`src/rtl/reg_snapshot_reader_pkg.sv`:
```
// Shared constants for the register snapshot reader.
// Holds the FSM encoding, default width and counter sizing.
package reg_snapshot_reader_pkg;

  localparam int DEF_WIDTH = 16;

  localparam logic [1:0] ST_IDLE   = 2'd0;
  localparam logic [1:0] ST_SHIFT  = 2'd1;
  localparam logic [1:0] ST_PARITY = 2'd2;
  localparam logic [1:0] ST_DONE   = 2'd3;

  // Bit counter width: ceil(log2(w)), never below 1.
  function automatic int cnt_w(input int w);
    return (w < 2) ? 1 : $clog2(w);
  endfunction

endpackage

```
`src/rtl/reg_snapshot_reader_piso.sv`:
```
// Parallel-in serial-out shifter with bit counter.
// Ports: clk_i, rst_i, load_i/data_i, shift_i -> msb_o, last_o.
module piso_shifter
  import reg_snapshot_reader_pkg::*;
#(
  parameter int WIDTH = DEF_WIDTH,
  parameter int CW    = cnt_w(WIDTH)
) (
  input  logic             clk_i,
  input  logic             rst_i,
  input  logic             load_i,
  input  logic [WIDTH-1:0] data_i,
  input  logic             shift_i,
  output logic             msb_o,
  output logic             last_o
);

  localparam logic [CW-1:0] LAST = CW'(WIDTH - 1);

  logic [WIDTH-1:0] sr_q, sr_d;
  logic [CW-1:0]    cnt_q, cnt_d;

  always_comb begin
    sr_d  = sr_q;
    cnt_d = cnt_q;
    if (load_i) begin
      sr_d  = data_i;
      cnt_d = '0;
    end else if (shift_i) begin
      sr_d = {sr_q[WIDTH-2:0], 1'b0};
      // Saturate on the final bit so the counter never wraps.
      if (cnt_q != LAST) cnt_d = cnt_q + CW'(1);
    end
  end

  always_ff @(posedge clk_i) begin
    if (rst_i) begin
      sr_q  <= '0;
      cnt_q <= '0;
    end else begin
      sr_q  <= sr_d;
      cnt_q <= cnt_d;
    end
  end

  assign msb_o  = sr_q[WIDTH-1];
  assign last_o = (cnt_q == LAST);

endmodule

```
`src/rtl/reg_snapshot_reader.sv`:
```
// Captures a register snapshot and streams it MSB first plus even parity.
// Ports: CLK, RST, start, snap_in, sout/sout_valid/sout_ready, busy, done, start_drop.
module reg_snapshot_reader
  import reg_snapshot_reader_pkg::*;
#(
  parameter int WIDTH = DEF_WIDTH
) (
  input  logic             CLK,
  input  logic             RST,
  input  logic             start,
  input  logic [WIDTH-1:0] snap_in,
  output logic             sout,
  output logic             sout_valid,
  input  logic             sout_ready,
  output logic             busy,
  output logic             done,
  output logic             start_drop
);

  logic [1:0] state_q, state_d;
  logic       par_q, par_d;
  logic       in_idle, in_shift, in_par, in_done;
  logic       load, shift, msb, last;

  assign in_idle  = (state_q == ST_IDLE);
  assign in_shift = (state_q == ST_SHIFT);
  assign in_par   = (state_q == ST_PARITY);
  assign in_done  = (state_q == ST_DONE);

  assign load  = in_idle & start;
  assign shift = in_shift & sout_ready;

  piso_shifter #(
    .WIDTH (WIDTH)
  ) u_piso (
    .clk_i   (CLK),
    .rst_i   (RST),
    .load_i  (load),
    .data_i  (snap_in),
    .shift_i (shift),
    .msb_o   (msb),
    .last_o  (last)
  );

  always_comb begin
    state_d = state_q;
    par_d   = par_q;
    unique case (1'b1)
      in_idle: begin
        if (start) begin
          par_d   = ^snap_in;
          state_d = ST_SHIFT;
        end
      end
      in_shift: begin
        if (sout_ready && last) state_d = ST_PARITY;
      end
      in_par: begin
        if (sout_ready) state_d = ST_DONE;
      end
      in_done: begin
        state_d = ST_IDLE;
      end
      default: state_d = ST_IDLE;
    endcase
  end

  always_ff @(posedge CLK) begin
    if (RST) begin
      state_q <= ST_IDLE;
      par_q   <= 1'b0;
    end else begin
      state_q <= state_d;
      par_q   <= par_d;
    end
  end

  assign sout_valid = in_shift | in_par;
  assign sout       = (in_shift & msb) | (in_par & par_q);
  assign busy       = ~in_idle;
  assign done       = in_done;
  // Requests seen while busy (DONE included) are dropped, not queued.
  assign start_drop = start & ~in_idle & ~RST;

endmodule

```
`config.mk`:
```
export PLATFORM = sky130hd
export DESIGN_NAME = reg_snapshot_reader
export DESIGN_NICKNAME = d
export VERILOG_FILES = /design/src/rtl/reg_snapshot_reader_pkg.sv /design/src/rtl/reg_snapshot_reader_piso.sv /design/src/rtl/reg_snapshot_reader.sv
export SDC_FILE = /design/constraint.sdc
export NUM_CORES = 1
export LEC_CHECK = 0
export CELL_PAD_IN_SITES_DETAIL_PLACEMENT = 2
export CELL_PAD_IN_SITES_GLOBAL_PLACEMENT = 2
export CORE_MARGIN = 3
export CORE_UTILIZATION = 29
export CTS_CLUSTER_DIAMETER = 60
export DETAILED_ROUTE_END_ITERATION = 7
export PLACE_DENSITY_LB_ADDON = 0.25
export REMOVE_ABC_BUFFERS = 1
export SLEW_MARGIN = 15
export SYNTH_ARGS = -nofsm -noshare
export SYNTH_HDL_FRONTEND = slang
export SYNTH_SLANG_ARGS = --single-unit
```
`constraint.sdc`:
```
create_clock -name CLK -period 1.65 [get_ports CLK]
set_input_delay 0.2475 -clock CLK [delete_from_list [all_inputs] [get_ports CLK]]
set_output_delay 0.2475 -clock CLK [all_outputs]
set_load 0.02 [all_outputs]
```
---- After elaboration in Yosys (flattened, before gate mapping) ----
Cells that the tools add are included.
word-level totals
  bits in registers ....................... 23
  bits of input ports ..................... 20
  output and inout port bits .............. 5
  word-level logic and storage cells ...... 37
operators by class
  add/sub/neg operators ................... 1
  equal/unequal tests ..................... 8
  mux-type cells .......................... 6
  bitwise gates (word level) .............. 10
  reductions and logical operators ........ 8
operators by type and width
  cell                                                   count
  2-to-1 mux 16 bit                                      2
  XOR reduction 16 bit                                   1
  bitwise AND 1 bit                                      6
  2-to-1 mux 2 bit                                       3
  case mux 2 bit (3 select lines)                        1
  adder 4 x 1 -> 4 bit, second input constant            1
  == test 2 bit, second input constant                   2
  == test 4 bit, second input constant                   1
  inequality test 2 bit, second input constant           2
  inequality test 4 bit, second input constant           1
  AND reduction 2 bit                                    2
  AND reduction 3 bit                                    1
  == test 2 x 1 -> 1 bit, second input constant          1
  logical NOT 2 bit                                      1
  inequality test 2 x 1 -> 1 bit, second input constant  1
  inverter 1 bit                                         2
  bitwise OR 1 bit                                       2
  nonzero test 2 bit                                     1
  OR reduction 2 bit                                     1
  logical AND 1 bit                                      1

---- Depth between registers and ports, before layout ----
  depth after elaboration ................. 4
  mapped depth ............................ 8

---- Cells and area by module ----
From an unflattened synthesis, not the netlist that was laid out.
second synthesis, totals
  cells, all modules ...................... 134
  area total of the unflattened synthesis .. 1408.9 sq um
modules (own cells, without submodules)
  module               times used  cells an instance  area each (sq um)  seq. area each (sq um)
  piso_shifter         1           91                 1042.2             400.4
  reg_snapshot_reader  1           43                 366.6              60.1

---- Least setup slack after synthesis ----
No wires, ideal clock.
  kind .................................... reg-to-output
  from .................................... register state_q[1]
  to ...................................... output sout
  arrival time ............................ 1.207 ns
  data required time ...................... 1.402 ns
  path slack .............................. 0.195 ns
  stages on the path, launching flop included .. 6
  path buffers ............................ 2
  cells stage by stage .................... dfxtp_1 inv_1 ha_1 buf_4 clkbuf_1 a22o_1
on the way
  word-level cells in the longest chain between the ends .. 3
  elaborated cells between the ends (all ways) .. 5
RTL lines
  element                                                         line                                                  RTL
  start: declaration                                              reg_snapshot_reader.sv:20                             logic [1:0] state_q, state_d;
  start signal: assignment                                        reg_snapshot_reader.sv:73                             state_q <= state_d;
  == test 2 x 1 -> 1 bit / == test 2 bit (equally long branches)  reg_snapshot_reader.sv:26, reg_snapshot_reader.sv:27
  bitwise AND 1 bit                                               reg_snapshot_reader.sv:79                             assign sout = (in_shift & msb) | (in_par & par_q);
  bitwise OR 1 bit (*)                                            reg_snapshot_reader.sv:79
  end: declaration                                                reg_snapshot_reader.sv:12                             output logic sout,
Mark *: on every way between the ends. The rest lies on a longest branch, timed or not.

---- Worst setup path after layout ----
  from .................................... register state_q[1]
  to ...................................... output sout_valid
on the way
  word-level cells in the longest chain between the ends .. 2
  elaborated cells between the ends (all ways) .. 3
RTL lines
  element                                                         line                                                  RTL
  == test 2 x 1 -> 1 bit / == test 2 bit (equally long branches)  reg_snapshot_reader.sv:26, reg_snapshot_reader.sv:27
  bitwise OR 1 bit (*)                                            reg_snapshot_reader.sv:78                             assign sout_valid = in_shift | in_par;
  end: declaration                                                reg_snapshot_reader.sv:13                             output logic sout_valid,
Marked as above.

==> run metrics <==
Post-Synth Simple-Gate Area=approximately 22%; H-tree depth=1; Synth Area in XOR/XNOR=12.08%; Worst Hold Path EP=u_piso.sr_q[8]; Core Util, Final=42.00%; Syn Inst Count=146; clock power share=about 15%; Port Buffer Count=24; Final min period=1.579 ns; WL per Instance=17.42 µm; worst-margin pin slew=0.3288 ns; worst reg2reg startpoint=state_q[1]; post-synthesis async set-or-reset flop share=0%; # nets final=206; Reg2Reg Depth=8; maximum vdd drop=406.6 µV; EDFF count, synth=0; clk_lat worst skew=0.27 ns; most frequent cell after synthesis=dfxtp_1; Clock Pin Slew Worst Setup and Hold Paths=0.09 ns; sequential fraction of design power=33.7%; clk_skew=0.006366 ns; Vias=1,204; cell taking the most area after synthesis=dfxtp_1; Final setup viols=0; Comb pwr share=about half; largest net degree at the start of global routing=32; synth unique cells=25; RR Endpoint=state_q[0]; Setup CP Type=reg -> out; Slew Limit Fails=0; Initial DRT Pass Iterations=4; Reg2Reg Setup Slack=roughly 0.090 ns; Synth Register Bits=23; switch share=39.85%; grt met3 use=2.841%; Die Y=71.19 µm; GRT Max-Usage Layer=met2; arrival time at the worst endpoint=1.33 ns; post-synthesis compound-gate area fraction=16.65%; Max Buffers Root-to-Sink=2; Fill cells=459; run status=finished clean; Seq/Total Area, Yosys=37.36%; Total GRT Usage=between 10% and 20%; Die ar.=5068 µm²; Cell Count, Final, Fillers Out=230; Rows=23; mapped cell area=1232 µm²; Max Cap Viol=0; hold crit path type=reg -> reg; grt met1 use=19.00%; CP max FO=3; initial core utilization=30.37%; Period Utilization, post-route=95.70%; Leak=0.6269 nW; max_slew headroom=approximately 80%; crit path capture type=output port; remaining global-route overflow=0; core area=4058 µm²; met2 usage=30.61%; final hold slack=0.4922 ns; prevailing post-synth register cell=dfxtp_1; sw power=~0.00094 W; clock tree sinks=23; DP HPWL=2.855 mm; hold_buf cts=0; Startpoint Class=flop; Die W=71.19 µm; Synth area leaders=dfxtp_1 (37%), a311oi_1 (11%), xnor2_1 (9.9%); WP data required=1.40 ns; DR vias/cell=5.235; design internal power=0.001424 W; initial antenna violation count=0; Starting DRT DRC Count=32; average cell area after synthesis=8.441 µm²; Synth Area in Adders=just over 5%; CP startpoint=state_q[1]; main combinational cell family by area after synthesis=simple AND/OR/NAND/NOR gates; DRC=0; Post-DRT Antenna Nets=0; worst hold stages=2; post-route setup TNS=0 ns; Design Area, Final=1704 µm²; CTS buffer count=3; CTS tree=built; dpl cells=about 220; io pins=25; pwr/cell area=1389 nW/µm²; Yosys warnings=0; Area Growth Syn to Fin=38.27%; root buffer cell=clkbuf_8; global placer's final weighted congestion=approximately 0.74; dpl cell area=approximately 1600 µm²; Antenna Cells=0; post-synthesis mux area share=1.624%; fmax=0.6333 GHz; number of global-route vias before repair=1,375; Synth top area share=a little under two fifths; WL final=4.007 mm; HP Start=u_piso.sr_q[8]; top cells by count, synth=dfxtp_1 (23), nand2_1 (18), nor2_1 (18); first-pass GRT wire length=between 6 and 7 mm; final hold vios=0; share of cells above drive strength 1=between 10% and 20%
## power groups by stage
| stage | registers (W) | logic (W) | clock network [W] |
|---|---|---|---|
| after global placement | 0.000793 | 0.00110 | 0 |
| after floorplan | 0.000784 | 0.000643 | 0 |
| after CTS | 0.000794 | 0.00119 | 0.000373 |
| final | 0.000797 | 0.00121 | 0.000360 |
| after global routing | 0.000814 | 0.00133 | 0.000395 |
| after detailed placement | 0.000803 | 0.00116 | 0 |
## metal layers
metal | routed length, µm | part of all wire (%) | vias up
li1 | - | - | 589
met3 | 97 | 2.4 | 2
met4 | 22 | 0.55 | 0
met1 | 1816 | 45 | 597
met2 | 2070 | 52 | 16
met5 | 0 | 0 | -
## logic make-up after synthesis
logic type / count (synthesis)
compound gates: 23
xor+xnor: 17
fa+ha+maj: 5
buf+inv: 15
flops: 23
mux: 2
simple gates: 61
## final cells by class
| cell class | count | area (µm²) | share of cell area, % |
|---|---|---|---|
| flip-flops and latches | 23 | 461.7 | 27.09 |
| inverters | 4 | 15.01 | 0.8811 |
| well taps | 50 | 62.56 | 3.671 |
| repair buffers | 41 | 377.9 | 22.17 |
| multi-input cells | 108 | 742.0 | 43.54 |
| clock buffers | 4 | 45.04 | 2.643 |
## state kept, by name, indices dropped and copies added (netlist names)
signal        count
state_q           2
par_q             1
u_piso.sr_q      16
u_piso.cnt_q      4
## metrics by stage
| stage | power (W) | setup slack (ns) |
|---|---|---|
| finish | 0.002367 | 0.07091 |
| global placement | 0.001889 | -0.1233 |
| detailed placement | 0.001962 | -0.1442 |
| global route | 0.002536 | -0.01547 |
| CTS | 0.002353 | 0.01538 |
| floorplan | 0.001427 | -0.1920 |
## worst max-delay path, cell delays in order (launching register included)
cell	delay, ns
dfxtp_1	0.36
inv_1	0.08
ha_1	0.32
clkdlybuf4s15_1	0.31
## layout by cell type, fill, tap and decap left out, types with 2 or more instances in the layout
cell and count:
dfxtp_1 22, buf_4 15, nand3_1 16, xnor2_1 14
mux2i_1 2, a311oi_1 14, clkbuf_8 3, nor3_1 3
a311oi_2 2, ha_1 4, nor2_1 18, inv_1 4
clkdlybuf4s50_1 19, nand4_1 2, buf_2 2, xor2_1 3
nand2_1 18
## worst max-delay path by stage
stage,endpoint,slack (ns),cells after the start
2_1_floorplan,u_piso.cnt_q[3],-0.19,7
3_3_place_gp,start_drop,-0.12,3
3_5_place_dp,start_drop,-0.14,3
4_1_cts,busy,0.02,5
5_1_grt,u_piso.cnt_q[3],-0.02,8
6_report,sout_valid,0.07,3
## timing repair
| item | in CTS | in global routing |
|---|---|---|
| buffers inserted | 2 | 0 |
| setup endpoints to repair | 22 | 20 |
| resized for setup | 16 | 12 |
| endpoints found under the hold margin | 0 | 0 |
(Power assumes the default switching activity.)
